$ cat src/rtl/cdb_broadcaster_pkg.sv
// Shared sizes, packet types and branch-mask helpers for the CDB broadcaster.
package cdb_broadcaster_pkg;

  localparam int CDB_NUM_FU    = 4;
  localparam int CDB_BUF_DEPTH = 2;
  localparam int CDB_ROB_IDX_W = 5;
  localparam int CDB_PREG_W    = 6;
  localparam int CDB_BMASK_W   = 4;
  localparam int CDB_XLEN      = 32;

  typedef struct packed {
    logic [CDB_ROB_IDX_W-1:0] rob_idx;
    logic [CDB_PREG_W-1:0]    tag;
    logic [CDB_XLEN-1:0]      result;
    logic [CDB_BMASK_W-1:0]   branch_mask;
    logic                     is_branch;
    logic                     mispredict;
    logic [CDB_BMASK_W-1:0]   branch_tag;
  } fu_complete_packet_t;

  typedef struct packed {
    logic                     valid;
    logic [CDB_ROB_IDX_W-1:0] rob_idx;
    logic [CDB_PREG_W-1:0]    tag;
    logic [CDB_XLEN-1:0]      result;
    logic                     squash_enable;
    logic [CDB_BMASK_W-1:0]   branch_mask;
  } cdb_packet_t;

  function automatic logic depends_on(input logic [CDB_BMASK_W-1:0] mask,
                                      input logic [CDB_BMASK_W-1:0] b);
    return |(mask & b);
  endfunction

  function automatic logic [CDB_BMASK_W-1:0] clear_resolved(input logic [CDB_BMASK_W-1:0] mask,
                                                            input logic [CDB_BMASK_W-1:0] b);
    return mask & ~b;
  endfunction

endpackage

$ cat src/rtl/cdb_broadcaster_fu_buffer.sv
// Per-FU completion FIFO with per-slot valid bits; applies branch squash and
// mask clearing to both buffered entries and the entry accepted this cycle.
module cdb_broadcaster_fu_buffer
  import cdb_broadcaster_pkg::*;
#(
  parameter int BUF_DEPTH = CDB_BUF_DEPTH
) (
  input  logic                   clock,
  input  logic                   reset,
  input  logic                   in_valid_i,
  input  fu_complete_packet_t    in_pkt_i,
  input  logic                   grant_i,
  input  logic                   res_valid_i,
  input  logic                   res_mispredict_i,
  input  logic [CDB_BMASK_W-1:0] res_tag_i,
  output fu_complete_packet_t    head_pkt_o,
  output logic                   head_valid_o,
  output logic                   ready_o
);

  localparam int PTR_W = (BUF_DEPTH > 1) ? $clog2(BUF_DEPTH) : 1;
  localparam int CNT_W = PTR_W + 1;

  fu_complete_packet_t slot_q [BUF_DEPTH];
  fu_complete_packet_t slot_d [BUF_DEPTH];
  logic [BUF_DEPTH-1:0] slot_valid_q, slot_valid_d;
  logic [PTR_W-1:0]     head_q, head_d, tail_q, tail_d;
  logic [CNT_W-1:0]     count_q, count_d;
  fu_complete_packet_t  in_entry_s;
  logic                 in_kill_s;
  logic                 push_s, pop_s, nonempty_s;

  assign nonempty_s   = (count_q != {CNT_W{1'b0}});
  assign ready_o      = (count_q < CNT_W'(BUF_DEPTH));
  assign head_pkt_o   = slot_q[head_q];
  assign head_valid_o = nonempty_s & slot_valid_q[head_q];
  assign push_s       = in_valid_i & ready_o;
  // A squashed head drains on its own; a live head leaves only when granted.
  assign pop_s        = nonempty_s & (~slot_valid_q[head_q] | grant_i);

  // Next-state: resolution on stored slots, then pop and push bookkeeping.
  always_comb begin
    slot_d       = slot_q;
    slot_valid_d = slot_valid_q;
    head_d       = head_q;
    tail_d       = tail_q;
    count_d      = count_q;
    in_entry_s   = in_pkt_i;
    in_kill_s    = 1'b0;

    for (int s = 0; s < BUF_DEPTH; s++) begin
      if (res_valid_i && res_mispredict_i) begin
        if (depends_on(slot_q[s].branch_mask, res_tag_i)) begin
          slot_valid_d[s] = 1'b0;
        end else begin
          slot_valid_d[s] = slot_valid_q[s];
        end
      end else if (res_valid_i) begin
        slot_d[s].branch_mask = clear_resolved(slot_q[s].branch_mask, res_tag_i);
      end else begin
        slot_d[s] = slot_q[s];
      end
    end

    if (res_valid_i && res_mispredict_i) begin
      in_kill_s = depends_on(in_pkt_i.branch_mask, res_tag_i);
    end else if (res_valid_i) begin
      in_entry_s.branch_mask = clear_resolved(in_pkt_i.branch_mask, res_tag_i);
    end else begin
      in_kill_s = 1'b0;
    end

    if (pop_s) begin
      slot_valid_d[head_q] = 1'b0;
      head_d               = head_q + PTR_W'(1);
    end else begin
      head_d = head_q;
    end

    if (push_s) begin
      slot_d[tail_q]       = in_entry_s;
      slot_valid_d[tail_q] = ~in_kill_s;
      tail_d               = tail_q + PTR_W'(1);
    end else begin
      tail_d = tail_q;
    end

    count_d = count_q + CNT_W'(push_s) - CNT_W'(pop_s);
  end

  // FIFO state registers with synchronous active-low reset.
  always_ff @(posedge clock) begin
    if (!reset) begin
      head_q       <= {PTR_W{1'b0}};
      tail_q       <= {PTR_W{1'b0}};
      count_q      <= {CNT_W{1'b0}};
      slot_valid_q <= {BUF_DEPTH{1'b0}};
      for (int s = 0; s < BUF_DEPTH; s++) begin
        slot_q[s] <= {$bits(fu_complete_packet_t){1'b0}};
      end
    end else begin
      head_q       <= head_d;
      tail_q       <= tail_d;
      count_q      <= count_d;
      slot_valid_q <= slot_valid_d;
      for (int s = 0; s < BUF_DEPTH; s++) begin
        slot_q[s] <= slot_d[s];
      end
    end
  end

endmodule

$ cat src/rtl/cdb_broadcaster.sv
// CDB transmit side: per-FU completion buffers, round-robin arbitration and the
// registered broadcast packet, with branch resolution fed back into the buffers.
module cdb_broadcaster
  import cdb_broadcaster_pkg::*;
#(
  parameter int NUM_FU    = CDB_NUM_FU,
  parameter int BUF_DEPTH = CDB_BUF_DEPTH,
  parameter int ROB_IDX_W = CDB_ROB_IDX_W,
  parameter int PREG_W    = CDB_PREG_W,
  parameter int BMASK_W   = CDB_BMASK_W,
  parameter int XLEN      = CDB_XLEN
) (
  input  logic                      clock,
  input  logic                      reset,
  input  logic [NUM_FU-1:0]         fu_valid,
  output logic [NUM_FU-1:0]         fu_ready,
  input  logic [NUM_FU*ROB_IDX_W-1:0] fu_rob_idx,
  input  logic [NUM_FU*PREG_W-1:0]  fu_tag,
  input  logic [NUM_FU*XLEN-1:0]    fu_result,
  input  logic [NUM_FU*BMASK_W-1:0] fu_branch_mask,
  input  logic [NUM_FU-1:0]         fu_is_branch,
  input  logic [NUM_FU-1:0]         fu_mispredict,
  input  logic [NUM_FU*BMASK_W-1:0] fu_branch_tag,
  output logic                      cdb_valid,
  output logic [ROB_IDX_W-1:0]      cdb_rob_idx,
  output logic [PREG_W-1:0]         cdb_tag,
  output logic [XLEN-1:0]           cdb_result,
  output logic                      cdb_squash_enable,
  output logic [BMASK_W-1:0]        cdb_branch_mask
);

  localparam int FU_W = (NUM_FU > 1) ? $clog2(NUM_FU) : 1;

  fu_complete_packet_t in_pkt_s   [NUM_FU];
  fu_complete_packet_t head_pkt_s [NUM_FU];
  fu_complete_packet_t win_pkt_s;
  logic [NUM_FU-1:0]   head_valid_s, grant_s;
  logic                found_s, res_valid_s, res_mispredict_s;
  logic [BMASK_W-1:0]  res_tag_s;
  logic [FU_W-1:0]     winner_s, cand_s, rr_ptr_q, rr_ptr_d;
  cdb_packet_t         cdb_q, cdb_d;

  for (genvar g = 0; g < NUM_FU; g++) begin : g_fu
    assign in_pkt_s[g] = '{
      rob_idx:     fu_rob_idx[g*ROB_IDX_W +: ROB_IDX_W],
      tag:         fu_tag[g*PREG_W +: PREG_W],
      result:      fu_result[g*XLEN +: XLEN],
      branch_mask: fu_branch_mask[g*BMASK_W +: BMASK_W],
      is_branch:   fu_is_branch[g],
      mispredict:  fu_mispredict[g],
      branch_tag:  fu_branch_tag[g*BMASK_W +: BMASK_W]
    };

    cdb_broadcaster_fu_buffer #(
      .BUF_DEPTH(BUF_DEPTH)
    ) u_buf (
      .clock            (clock),
      .reset            (reset),
      .in_valid_i       (fu_valid[g]),
      .in_pkt_i         (in_pkt_s[g]),
      .grant_i          (grant_s[g]),
      .res_valid_i      (res_valid_s),
      .res_mispredict_i (res_mispredict_s),
      .res_tag_i        (res_tag_s),
      .head_pkt_o       (head_pkt_s[g]),
      .head_valid_o     (head_valid_s[g]),
      .ready_o          (fu_ready[g])
    );
  end

  // Round-robin search: first valid head at or after rr_ptr_q.
  always_comb begin
    found_s  = 1'b0;
    winner_s = rr_ptr_q;
    cand_s   = rr_ptr_q;
    for (int off = 0; off < NUM_FU; off++) begin
      cand_s = FU_W'((int'(rr_ptr_q) + off) % NUM_FU);
      if (!found_s && head_valid_s[cand_s]) begin
        found_s  = 1'b1;
        winner_s = cand_s;
      end else begin
        found_s = found_s;
      end
    end
  end

  // Grant, pointer advance, resolve feedback and next broadcast packet.
  always_comb begin
    grant_s          = {NUM_FU{1'b0}};
    rr_ptr_d         = rr_ptr_q;
    win_pkt_s        = head_pkt_s[winner_s];
    cdb_d            = {$bits(cdb_packet_t){1'b0}};
    res_valid_s      = 1'b0;
    res_mispredict_s = 1'b0;
    res_tag_s        = {BMASK_W{1'b0}};
    if (found_s) begin
      grant_s[winner_s]   = 1'b1;
      rr_ptr_d            = (winner_s == FU_W'(NUM_FU - 1)) ? {FU_W{1'b0}} : winner_s + FU_W'(1);
      res_valid_s         = win_pkt_s.is_branch;
      res_mispredict_s    = win_pkt_s.mispredict;
      res_tag_s           = win_pkt_s.branch_tag;
      cdb_d.valid         = 1'b1;
      cdb_d.rob_idx       = win_pkt_s.rob_idx;
      cdb_d.tag           = win_pkt_s.tag;
      cdb_d.result        = win_pkt_s.result;
      cdb_d.squash_enable = win_pkt_s.is_branch & win_pkt_s.mispredict;
      cdb_d.branch_mask   = win_pkt_s.is_branch ? win_pkt_s.branch_tag : {BMASK_W{1'b0}};
    end else begin
      grant_s = {NUM_FU{1'b0}};
    end
  end

  // Broadcast packet and arbitration pointer registers.
  always_ff @(posedge clock) begin
    if (!reset) begin
      cdb_q    <= {$bits(cdb_packet_t){1'b0}};
      rr_ptr_q <= {FU_W{1'b0}};
    end else begin
      cdb_q    <= cdb_d;
      rr_ptr_q <= rr_ptr_d;
    end
  end

  assign cdb_valid         = cdb_q.valid;
  assign cdb_rob_idx       = cdb_q.rob_idx;
  assign cdb_tag           = cdb_q.tag;
  assign cdb_result        = cdb_q.result;
  assign cdb_squash_enable = cdb_q.squash_enable;
  assign cdb_branch_mask   = cdb_q.branch_mask;

endmodule

$ cat config.mk
export PLATFORM = sky130hd
export DESIGN_NAME = cdb_broadcaster
export DESIGN_NICKNAME = d
export VERILOG_FILES = /design/src/rtl/cdb_broadcaster_pkg.sv /design/src/rtl/cdb_broadcaster_fu_buffer.sv /design/src/rtl/cdb_broadcaster.sv
export SDC_FILE = /design/constraint.sdc
export NUM_CORES = 1
export LEC_CHECK = 0
export CORE_ASPECT_RATIO = 2
export CORE_MARGIN = 2
export CORE_UTILIZATION = 64
export CTS_CLUSTER_SIZE = 20
export DETAILED_ROUTE_END_ITERATION = 7
export DONT_BUFFER_PORTS = 1
export PLACE_DENSITY_LB_ADDON = 0.12
export SKIP_CTS_REPAIR_TIMING = 1
export SYNTH_ARGS = -nofsm -noshare
export SYNTH_HDL_FRONTEND = slang
export SYNTH_HIERARCHICAL = 1
export SYNTH_SLANG_ARGS = --single-unit
$ cat constraint.sdc
create_clock -name clock -period 5.14 [get_ports clock]
set_clock_uncertainty 0.05 [all_clocks]
set_input_delay 1.028 -clock clock [delete_from_list [all_inputs] [get_ports clock]]
set_output_delay 1.028 -clock clock [all_outputs]
set_load 0.005 [all_outputs]
# Word level (Yosys, flattened, before mapping)

Cells that the tools add are included.

$add $sub $neg: 20
$lt $le $gt $ge: 39
Eq/ne operators: 1
Mux-type cells: 135
Bitwise gates (word level): 67
Reduce and logical (&&, ||, !) cells: 38

Operators with widths:

| operator                                                  | number |
|---|---|
| 2-to-1 mux 53 bit                                         | 18 |
| bitwise mux 106 bit                                       | 4 |
| 2-to-1 mux 106 bit                                        | 4 |
| demux 53 bit (select 1 bit)                               | 4 |
| binary-select mux 53 bit (select 2 bit)                   | 1 |
| AND 4 bit                                                 | 24 |
| 2-to-1 mux 10 bit                                         | 8 |
| 2-to-1 mux 4 bit                                          | 19 |
| 2-to-1 mux 49 bit                                         | 1 |
| OR reduction 4 bit                                        | 12 |
| 2-to-1 mux 1 bit                                          | 47 |
| 2-to-1 mux 2 bit                                          | 12 |
| logical AND 1 bit                                         | 17 |
| greater-or-equal comparator 2 bit (second input constant) | 8 |
| < comparator 1 x 2 -> 1 bit (second input constant)       | 8 |
| inverter 1 -> 2 bit                                       | 8 |
| < comparator 2 x 3 -> 1 bit (second input constant)       | 5 |
| AND 1 bit                                                 | 13 |
| adder 1 bit (second input constant)                       | 8 |
| adder 2 x 1 -> 2 bit                                      | 4 |
| AND 2 bit                                                 | 4 |
| binary-select mux 1 bit (select 2 bit)                    | 4 |
| bitwise mux 2 bit                                         | 4 |
| demux 1 bit (select 1 bit)                                | 8 |
| 19 further kinds                                          | 55 |

Flip-flop bits (word level): 499
Input bits: 218
Output and inout port bits: 53
Logic and storage cells: 379

# Longest topological paths before layout

Gate-level depths: netlist of run 1.

Word-level depth: 28
Mapped depth: 20
Mapped depth without buffers: 16

# Hierarchy

Netlist of run 1, hierarchy kept.

By module, submodules not included:

| module                                        | times used | cells an instance | area each (µm²) |
|---|---|---|---|
| cdb_broadcaster_fu_buffer (g_fu[1].u_buf ...) | 3          | 573               | 4,941.0 |
| cdb_broadcaster_fu_buffer (g_fu[0].u_buf)     | 1          | 573               | 4,926.0 |
| cdb_broadcaster                               | 1          | 380               | 3,086.7 |

# Least setup slack after synthesis of run 1

Ideal clock, no wire load.

Path type: register to register
From: reg g_fu[2].u_buf.head_q
To: reg g_fu[0].u_buf.slot_valid_q[0]
Setup time: 0.130 ns
Data arrival time: 3.443 ns
Required time: 4.960 ns
Path slack: 1.517 ns
Stages on the path, launching flop included: 17
Path buffers: 4
Path through: dfxtp_1 > buf_2 > mux2i_1 > nor2_1 > nor2_1 > a211o_1 > o211a_1 > buf_2 > inv_2 > buf_2 > buf_2 > a211oi_1 > nor3_1 > a22o_1 > a221oi_1 > o21ai_0 > o22ai_1

Longest elaborated chain between the ends: 28
Elaborated cells on any way between the ends: 56

RTL lines:

| what                                                   | RTL line                         | source |
|---|---|---|
| from (decl)                                            | cdb_broadcaster_fu_buffer.sv:27  | `logic [PTR_W-1:0] head_q, head_d, tail_q, tail_d;` |
| from (signal assigned)                                 | cdb_broadcaster_fu_buffer.sv:94  | `head_q <= {PTR_W{1'b0}};` |
| 2-to-1 mux 1 bit (not written as such) * (2 in series) | cdb_broadcaster_fu_buffer.sv:36  | `assign head_valid_o = nonempty_s & slot_valid_q[head_q];` |
| AND 1 bit *                                            | cdb_broadcaster_fu_buffer.sv:36  |  |
| via head_valid_s[2]                                    | cdb_broadcaster.sv:37            | `logic [NUM_FU-1:0] head_valid_s, grant_s;` |
| binary-select mux 1 bit (select 2 bit)                 | cdb_broadcaster.sv:78            | `if (!found_s && head_valid_s[cand_s]) begin` |
| 2-to-1 mux 1 bit (not written as such)                 | cdb_broadcaster.sv:78            |  |
| 2-to-1 mux 1 bit                                       | cdb_broadcaster.sv:78            |  |
| zero test 1 bit                                        | cdb_broadcaster.sv:78            |  |
| logical AND 1 bit                                      | cdb_broadcaster.sv:78            |  |
| (+12 left out)                                         | -                                |  |
| via res_tag_s[3]                                       | cdb_broadcaster.sv:39            | `logic [BMASK_W-1:0] res_tag_s;` |
| AND 4 bit                                              | cdb_broadcaster_pkg.sv:32        | `return \|(mask & b);` |
| OR reduction 4 bit                                     | cdb_broadcaster_pkg.sv:32        |  |
| 2-to-1 mux 1 bit                                       | cdb_broadcaster_fu_buffer.sv:53  | `if (depends_on(slot_q[s].branch_mask, res_tag_i)) begin` |
| 2-to-1 mux 1 bit                                       | cdb_broadcaster_fu_buffer.sv:52  | `if (res_valid_i && res_mispredict_i) begin` |
| AND 2 bit (no line)                                    | -                                |  |
| 2-to-1 mux 2 bit                                       | cdb_broadcaster_fu_buffer.sv:73  | `if (pop_s) begin` |
| bitwise mux 2 bit                                      | cdb_broadcaster_fu_buffer.sv:82  | `slot_valid_d[tail_q] = ~in_kill_s;` |
| 2-to-1 mux 2 bit *                                     | cdb_broadcaster_fu_buffer.sv:80  | `if (push_s) begin` |
| to (signal assigned)                                   | cdb_broadcaster_fu_buffer.sv:97  | `slot_valid_q <= {BUF_DEPTH{1'b0}};` |
| to (signal assigned)                                   | cdb_broadcaster_fu_buffer.sv:105 | `slot_valid_q <= slot_valid_d;` |
| to (decl)                                              | cdb_broadcaster_fu_buffer.sv:26  | `logic [BUF_DEPTH-1:0] slot_valid_q, slot_valid_d;` |

Mark *: on every way through the listed nets, which the timed path passes. The rest lies on a longest branch. The select of a mux whose other input is x is not followed.
A chain may end at the register's enable or synchronous reset.

# Final worst setup path of run 1

From: reg g_fu[3].u_buf.count_q[1]
To: reg g_fu[0].u_buf.count_q[1]

Longest elaborated chain between the ends: 22
Elaborated cells on any way between the ends: 32

RTL lines:

| what                                   | RTL line                         | source |
|---|---|---|
| from (decl)                            | cdb_broadcaster_fu_buffer.sv:28  | `logic [CNT_W-1:0] count_q, count_d;` |
| from (signal assigned)                 | cdb_broadcaster_fu_buffer.sv:96  | `count_q <= {CNT_W{1'b0}};` |
| from (signal assigned)                 | cdb_broadcaster_fu_buffer.sv:104 | `count_q <= count_d;` |
| nonzero test 2 bit *                   | cdb_broadcaster_fu_buffer.sv:33  | `assign nonempty_s = (count_q != {CNT_W{1'b0}});` |
| AND 1 bit *                            | cdb_broadcaster_fu_buffer.sv:36  |  |
| via head_valid_s[3]                    | cdb_broadcaster.sv:37            |  |
| binary-select mux 1 bit (select 2 bit) | cdb_broadcaster.sv:78            |  |
| 2-to-1 mux 1 bit (not written as such) | cdb_broadcaster.sv:78            |  |
| 2-to-1 mux 1 bit                       | cdb_broadcaster.sv:78            |  |
| zero test 1 bit                        | cdb_broadcaster.sv:78            |  |
| logical AND 1 bit                      | cdb_broadcaster.sv:78            |  |
| (+9 left out)                          | -                                |  |
| 2-to-1 mux 1 bit (not written as such) | cdb_broadcaster.sv:97            | `grant_s[winner_s] = 1'b1;` |
| demux 1 bit (select 2 bit)             | cdb_broadcaster.sv:97            |  |
| 2-to-1 mux 4 bit *                     | cdb_broadcaster.sv:96            | `if (found_s) begin` |
| via grant_s[0]                         | cdb_broadcaster.sv:37            |  |
| OR 1 bit *                             | cdb_broadcaster_fu_buffer.sv:39  | `assign pop_s = nonempty_s & (~slot_valid_q[head_q] \| grant_i);` |
| AND 1 bit *                            | cdb_broadcaster_fu_buffer.sv:39  |  |
| via g_fu[0].u_buf.pop_s                | cdb_broadcaster_fu_buffer.sv:31  | `logic push_s, pop_s, nonempty_s;` |
| subtractor 2 x 1 -> 2 bit *            | cdb_broadcaster_fu_buffer.sv:88  | `count_d = count_q + CNT_W'(push_s) - CNT_W'(pop_s);` |
| to (signal assigned)                   | cdb_broadcaster_fu_buffer.sv:96  |  |
| to (signal assigned)                   | cdb_broadcaster_fu_buffer.sv:104 |  |
| to (decl)                              | cdb_broadcaster_fu_buffer.sv:28  |  |

Marks and branches as above.

==> out/metrics.cfg, run 1 <==
[timing]
setup_tns_ns = 0
tightest_slew_ns = 1.35
layout_setup_ws_ns = 1.12
fmax_mhz = 249
drv_slew = 0
hold_viol_final = 0
maxSlewHeadroom_pct = 9.74
setup_violations = 0
period_minus_slack_ns = 4.02
rsz0062_at_grt = false
finalCritPeriodShare_pct = 78.2

[worst_setup_path]
cp_slowest_cell = or2_4
crit_start = g_fu[3].u_buf/count_q[1]$_SDFF_PN0_
crit_path_frequent_cell = nor2_1
end_kind = flop
start_kind = flop
critPathKind = reg -> reg
worst_r2r_endpoint = g_fu[0].u_buf/count_q[1]$_SDFF_PN0_
cp_top_family = simple AND/OR/NAND/NOR gates
r2r_slack_ns = 1.12
cp_num_buf_inv = 3
crit_cells = 17
worstPathRequired_ns = 5.54
reg2reg_from = g_fu[3].u_buf/count_q[1]$_SDFF_PN0_
cp_max_fo = 51
path_cells = nor2_1, nor2_1, and3b_1, nor4_4, or2_4, inv_2, buf_4, ha_1, nor2b_1, nor2_1, nor2_1, ha_1, inv_1, ha_1, xnor2_1, xnor2_1, and2_1
slowest_delay_ns = 0.62
arrival_ns = 4.42
reg2reg_depth = 17
endpoint = g_fu[0].u_buf/count_q[1]$_SDFF_PN0_

[placed_design]
gp_congestion = 0.905
numPortBuffers = 0
dpl.hpwl_mm = 39.9
post-place-ws_ns = 1.20

[die]
die_w_um = 137
core_region_area_mm2 = 0.0350
fp-row-count = 97
floorplan.initialDensity_pct = 64.8
dieHeight_um = 270
io_pins = 271
fp.dieArea_mm2 = 0.0370

[clock_tree]
cts.sinks = 499
clock_path_buffers = 3
path_clk_slew_ns = 0.07
cts_htree_levels = 2
clock_latency_ns = 0.56
numCtsBuffers = 43
tritoncts = yes
clock-root-buffer = clkbuf_16

[route]
vias = 18100
drt_wl_total_mm = 60.4
drt-vias-per-instance = 6.01
ant_nets = 0
dr.pass1.iters = 6
drc = 0
dr.first_iter.drc_count = 1274
wl_per_cell_um = 20.1

[global_route]
grtUsageTotal_pct = 31.5
grt_max_degree = 440
grt_pass1_wl_mm = 93.5
gr-total-overflow = 0
grt_pass1_vias = 17400
grt_antenna_before_repair = 0

[worst_hold_path]
hold_path.class = reg -> reg

[finish]
nNetsFinal = 2756
syn_to_final_growth_pct = 5.69
antenna_cells = 0
fill_cells = 2895
drive_gt1_share_pct = 13.0

[synth]
synthesis.nets = 2886
synth.cell_area_mm2 = 0.0227
syn_inst = 2656
yosysWarnings = 6
postSynthAreaPerCell_um2 = 8.53

[power_and_ir_drop]
power_density_mw_per_mm2 = 486
leakagePower_nw = 8.70
ir_drop_mv = 0.400

[job]
cap_viol_max_count = 0

[status]
run_status = finished clean

[how the worst min path moves through the flow]
stage | from | to | slack, ns | cells past startpoint
2_1_floorplan | g_fu[0].u_buf/slot_q[0]$_SDFFE_PN0P_ | g_fu[0].u_buf/slot_q[0]$_SDFFE_PN0P_ | 0.38 | 2
3_3_place_gp | g_fu[1].u_buf/slot_q[11]$_SDFFE_PN0P_ | g_fu[1].u_buf/slot_q[11]$_SDFFE_PN0P_ | 0.39 | 2
3_5_place_dp | g_fu[2].u_buf/slot_q[11]$_SDFFE_PN0P_ | g_fu[2].u_buf/slot_q[11]$_SDFFE_PN0P_ | 0.39 | 2
4_1_cts | g_fu[0].u_buf/slot_q[90]$_SDFFE_PN0P_ | g_fu[0].u_buf/slot_q[90]$_SDFFE_PN0P_ | 0.40 | 2
5_1_grt | g_fu[1].u_buf/slot_q[33]$_SDFFE_PN0P_ | g_fu[1].u_buf/slot_q[33]$_SDFFE_PN0P_ | 0.42 | 2
6_report | g_fu[0].u_buf/slot_q[90]$_SDFFE_PN0P_ | g_fu[0].u_buf/slot_q[90]$_SDFFE_PN0P_ | 0.40 | 2
[layout by cell type, fill, tap and decap left out, types with 5 or more instances in the layout]
cell	count
bufinv_16	6
a21oi_1	50
and2_1	8
clkbuf_16	44
nor2_1	17
mux2_2	196
nor3b_1	55
o211a_1	6
a21boi_0	68
xnor2_1	8
a22oi_1	16
a21boi_1	328
clkbuf_1	6
nand2_1	978
buf_4	29
ha_1	12
mux2i_1	5
nor2b_1	11
a211oi_1	58
clkinv_2	8
o22ai_1	8
o21ai_0	11
a311oi_1	43
clkbuf_8	10
inv_1	18
o2111ai_1	8
dfxtp_1	495
[metal layers]
metal	GRT usage, %	routed length [um]	vias to the layer above	share of wire, %
met2	53.4	29800	615	49
met4	10.7	2000	0	3.3
met1	39.2	23900	8662	40
li1	-	-	8676	-
met3	6.87	4730	99	7.8
met5	0	0	-	0
[state kept, by name, summed over array words and instances (netlist names), 5 cells and up]
| name | cells |
|---|---|
| cdb_result | 32 |
| cdb_rob_idx | 5 |
| cdb_tag | 6 |
| g_fu.u_buf/count_q | 8 |
| g_fu.u_buf/slot_q | 424 |
| g_fu.u_buf/slot_valid_q | 8 |
[where the power goes]
group / leakage [nW] / total [mW] / internal [mW] / switching (mW)
registers: 4.07 / 4.57 / 4.31 / 0.258
clock network: 0.751 / 3.50 / 2.03 / 1.47
logic: 3.88 / 3.58 / 1.18 / 2.40
total: 8.70 / 11.6 / 7.52 / 4.13
[area by class of cell]
class	count	area, um^2	share of cell area, %
flip-flops and latches	499	9990	41.7
multi-input cells	1933	11600	48.3
well taps	445	557	2.33
clock buffers	60	1260	5.27
repair buffers	29	218	0.909
inverters	20	76.3	0.319
clock inverters	18	267	1.11
[worst register-to-register path: cells and delay by family, from the launching register on]
family	cells	cell delay (ns)
and+or+nand+nor	9	2.03
adders and majority gates	3	0.70
buffers and inverters	3	0.45
DFF	1	0.41
xor gates and xnor gates	2	0.27
[through the flow]
stage	util (%)	cells	power (mW)	cell area (um^2)	hold slack [ns]
6_report	68.5	3004	11.6	23900	0.399
5_1_grt	68.5	3004	12.1	23900	0.416
4_1_cts	68.5	3004	11.6	23900	0.402
3_5_place_dp	64.1	2926	8.15	22400	0.392
3_3_place_gp	64.1	2926	8.05	22400	0.386
2_1_floorplan	-	2656	7.30	22700	0.382
Note: power is estimated with default switching activity, not from simulation.
==> inputs of run 2 (changes only) <==
--- a/config.mk
+++ b/config.mk
@@ -7,7 +7,7 @@
 export LEC_CHECK = 0
 export CORE_ASPECT_RATIO = 2
 export CORE_MARGIN = 2
-export CORE_UTILIZATION = 64
+export CORE_UTILIZATION = 58
 export CTS_CLUSTER_SIZE = 20
 export DETAILED_ROUTE_END_ITERATION = 7
 export DONT_BUFFER_PORTS = 1
==> constraint.sdc (replaced) <==
create_clock -name clock -period 3.3 [get_ports clock]
set_clock_uncertainty 0.05 [all_clocks]
set_input_delay 0.66 -clock clock [delete_from_list [all_inputs] [get_ports clock]]
set_output_delay 0.66 -clock clock [all_outputs]
set_load 0.005 [all_outputs]
==> run 2 against run 1 <==
Worst hold slack got worse by 0.23 ns. Non-clock buffer count increased by 46. Total power increased by 64%. Clock power increased by 58%. Highest routed layer unchanged.
==> out/metrics.cfg, run 2 (same netlist as run 1, synthesis figures left out) <==
[global_route]
grt_pass1_wl_mm = 99.0
grt_util_met3_pct = 6.60
grt_max_degree = 440
grt_pass1_vias = 17900
met2_usage_pct = 51.8
grt.busiest_layer = met2
gr-total-overflow = 0
grtUsageMet1_pct = 37.4
grt_antenna_before_repair = 0
grtUsageTotal_pct = 30.5

[timing]
hold_viol_final = 0
tightest_slew_ns = 0.830
drv_slew = 0
rsz0062_at_grt = true
hold_slack_ns = 0.165
period_minus_slack_ns = 3.24
setup_tns_ns = 0
maxSlewHeadroom_pct = 44.7
fmax_mhz = 309
finalCritPeriodShare_pct = 98.1
setup_violations = 0

[route]
drt-vias-per-instance = 5.86
wl_per_cell_um = 20.4
drc = 0
ant_nets = 0
drt_wl_total_mm = 64.0
vias = 18300
dr.pass1.iters = 5
dr.first_iter.drc_count = 1414

[die]
floorplan.initialDensity_pct = 58.6
die_w_um = 144
io_pins = 271
dieHeight_um = 284
fp.dieArea_mm2 = 0.0408
fp-row-count = 102
core_region_area_mm2 = 0.0387

[power_and_ir_drop]
power_density_mw_per_mm2 = 773
p_total_mw = 19.1
ir_drop_mv = 0.559
leakagePower_nw = 9.02

[worst_setup_path]
end_kind = flop
reg2reg_depth = 13
start_kind = flop
r2r_slack_ns = 0.06
arrival_ns = 3.67
cp_max_fo = 13
reg2reg_from = g_fu[3].u_buf/head_q$_SDFFE_PN0P_
crit_start = g_fu[3].u_buf/head_q$_SDFFE_PN0P_
critPathKind = reg -> reg
worstPathRequired_ns = 3.73
worst_r2r_endpoint = g_fu[0].u_buf/slot_valid_q[1]$_SDFF_PN0_
endpoint = g_fu[0].u_buf/slot_valid_q[1]$_SDFF_PN0_

[finish]
antenna_cells = 0
final_common_cell = nand2_1
fill_cells = 3326
nNetsFinal = 2805
fin_area_mm2 = 0.0247
final_cell_mix = nand2_1 (978), dfxtp_1 (495), a21boi_1 (328)
top_register = g_fu.u_buf/slot_q
largest_register_ffs = 424
syn_to_final_growth_pct = 8.88
drive_gt1_share_pct = 15.2

[worst_hold_path]
hold_path.class = in -> reg
holdPathStages = 2

[clock_tree]
cts.sinks = 499
clock_latency_ns = 0.57
path_clk_slew_ns = 0.07
tritoncts = yes
numCtsBuffers = 45
clock_path_buffers = 3
cts_htree_levels = 2
clock-root-buffer = clkbuf_16

[placed_design]
place_area_mm2 = 0.0228
gp_congestion = 0.881
dpl.hpwl_mm = 42.7
numPortBuffers = 0

[status]
run_status = finished clean

[job]
cap_viol_max_count = 0

[run 2: cell count changes in the layout (fill, tap and decap cells not counted), sizes merged]
cell      change
clkinvlp      -1
clkinv        -1
clkbuf        +7
or2           +1
buf          +46
[run 2: stage by stage]
step	util (%)	cells	setup WS (ns)
2_1_floorplan	-	2656	0.00332
3_3_place_gp	58.9	3026	-0.120
3_5_place_dp	58.9	3026	-0.287
4_1_cts	62.9	3109	-0.298
5_1_grt	63.8	3131	-0.0938
6_report	63.8	3131	0.0618
[run 2: how the worst min path moves through the flow]
| stage | slack, ns | endpoint | startpoint |
|---|---|---|---|
| after detailed placement | 0.39 | g_fu[0].u_buf/slot_q[10]$_SDFFE_PN0P_ | g_fu[0].u_buf/slot_q[10]$_SDFFE_PN0P_ |
| after global routing | 0.16 | g_fu[1].u_buf/slot_q[46]$_SDFFE_PN0P_ | fu_tag[10] |
| after global placement | 0.39 | g_fu[1].u_buf/slot_q[11]$_SDFFE_PN0P_ | g_fu[1].u_buf/slot_q[11]$_SDFFE_PN0P_ |
| after floorplan | 0.38 | g_fu[0].u_buf/slot_q[0]$_SDFFE_PN0P_ | g_fu[0].u_buf/slot_q[0]$_SDFFE_PN0P_ |
| final | 0.17 | g_fu[2].u_buf/slot_q[44]$_SDFFE_PN0P_ | fu_tag[14] |
| after CTS | 0.15 | g_fu[0].u_buf/slot_q[60]$_SDFF_PN0_ | fu_branch_mask[1] |
[run 2: area by class of cell]
class | count | area, um^2 | share of cell area, %
inverter | 20 | 77.6 | 0.314
sequential | 499 | 9990 | 40.5
tap | 520 | 651 | 2.64
clock inverter | 16 | 240 | 0.974
multi-input combinational | 1934 | 11700 | 47.4
clock buffer | 67 | 1300 | 5.28
timing repair buffer | 75 | 703 | 2.85
[run 2: layer usage]
layer  up-vias  wire length, um
met5         -                0
met4         0             2550
met3       139             4480
met2       583            31400
met1      8853            25500
li1       8765                -
[run 2: worst max-delay path, cell delays in order (launching register included)]
cell	delay (ns)
dfxtp_2	0.34
mux2i_2	0.31
nor2_4	0.10
buf_4	0.15
o21a_2	0.29
or2_2	0.41
buf_4	0.17
a211oi_2	0.34
nor3_4	0.08
buf_12	0.16
a22o_1	0.17
a221oi_1	0.20
o21ai_0	0.17
o22ai_1	0.21
[run 2: report_power, final]
part           internal, mW  switching (mW)  total (mW)
registers              6.71           0.403        7.11
clock network          3.21            2.32        5.53
logic                  2.34            4.09        6.43
total                  12.3            6.81        19.1
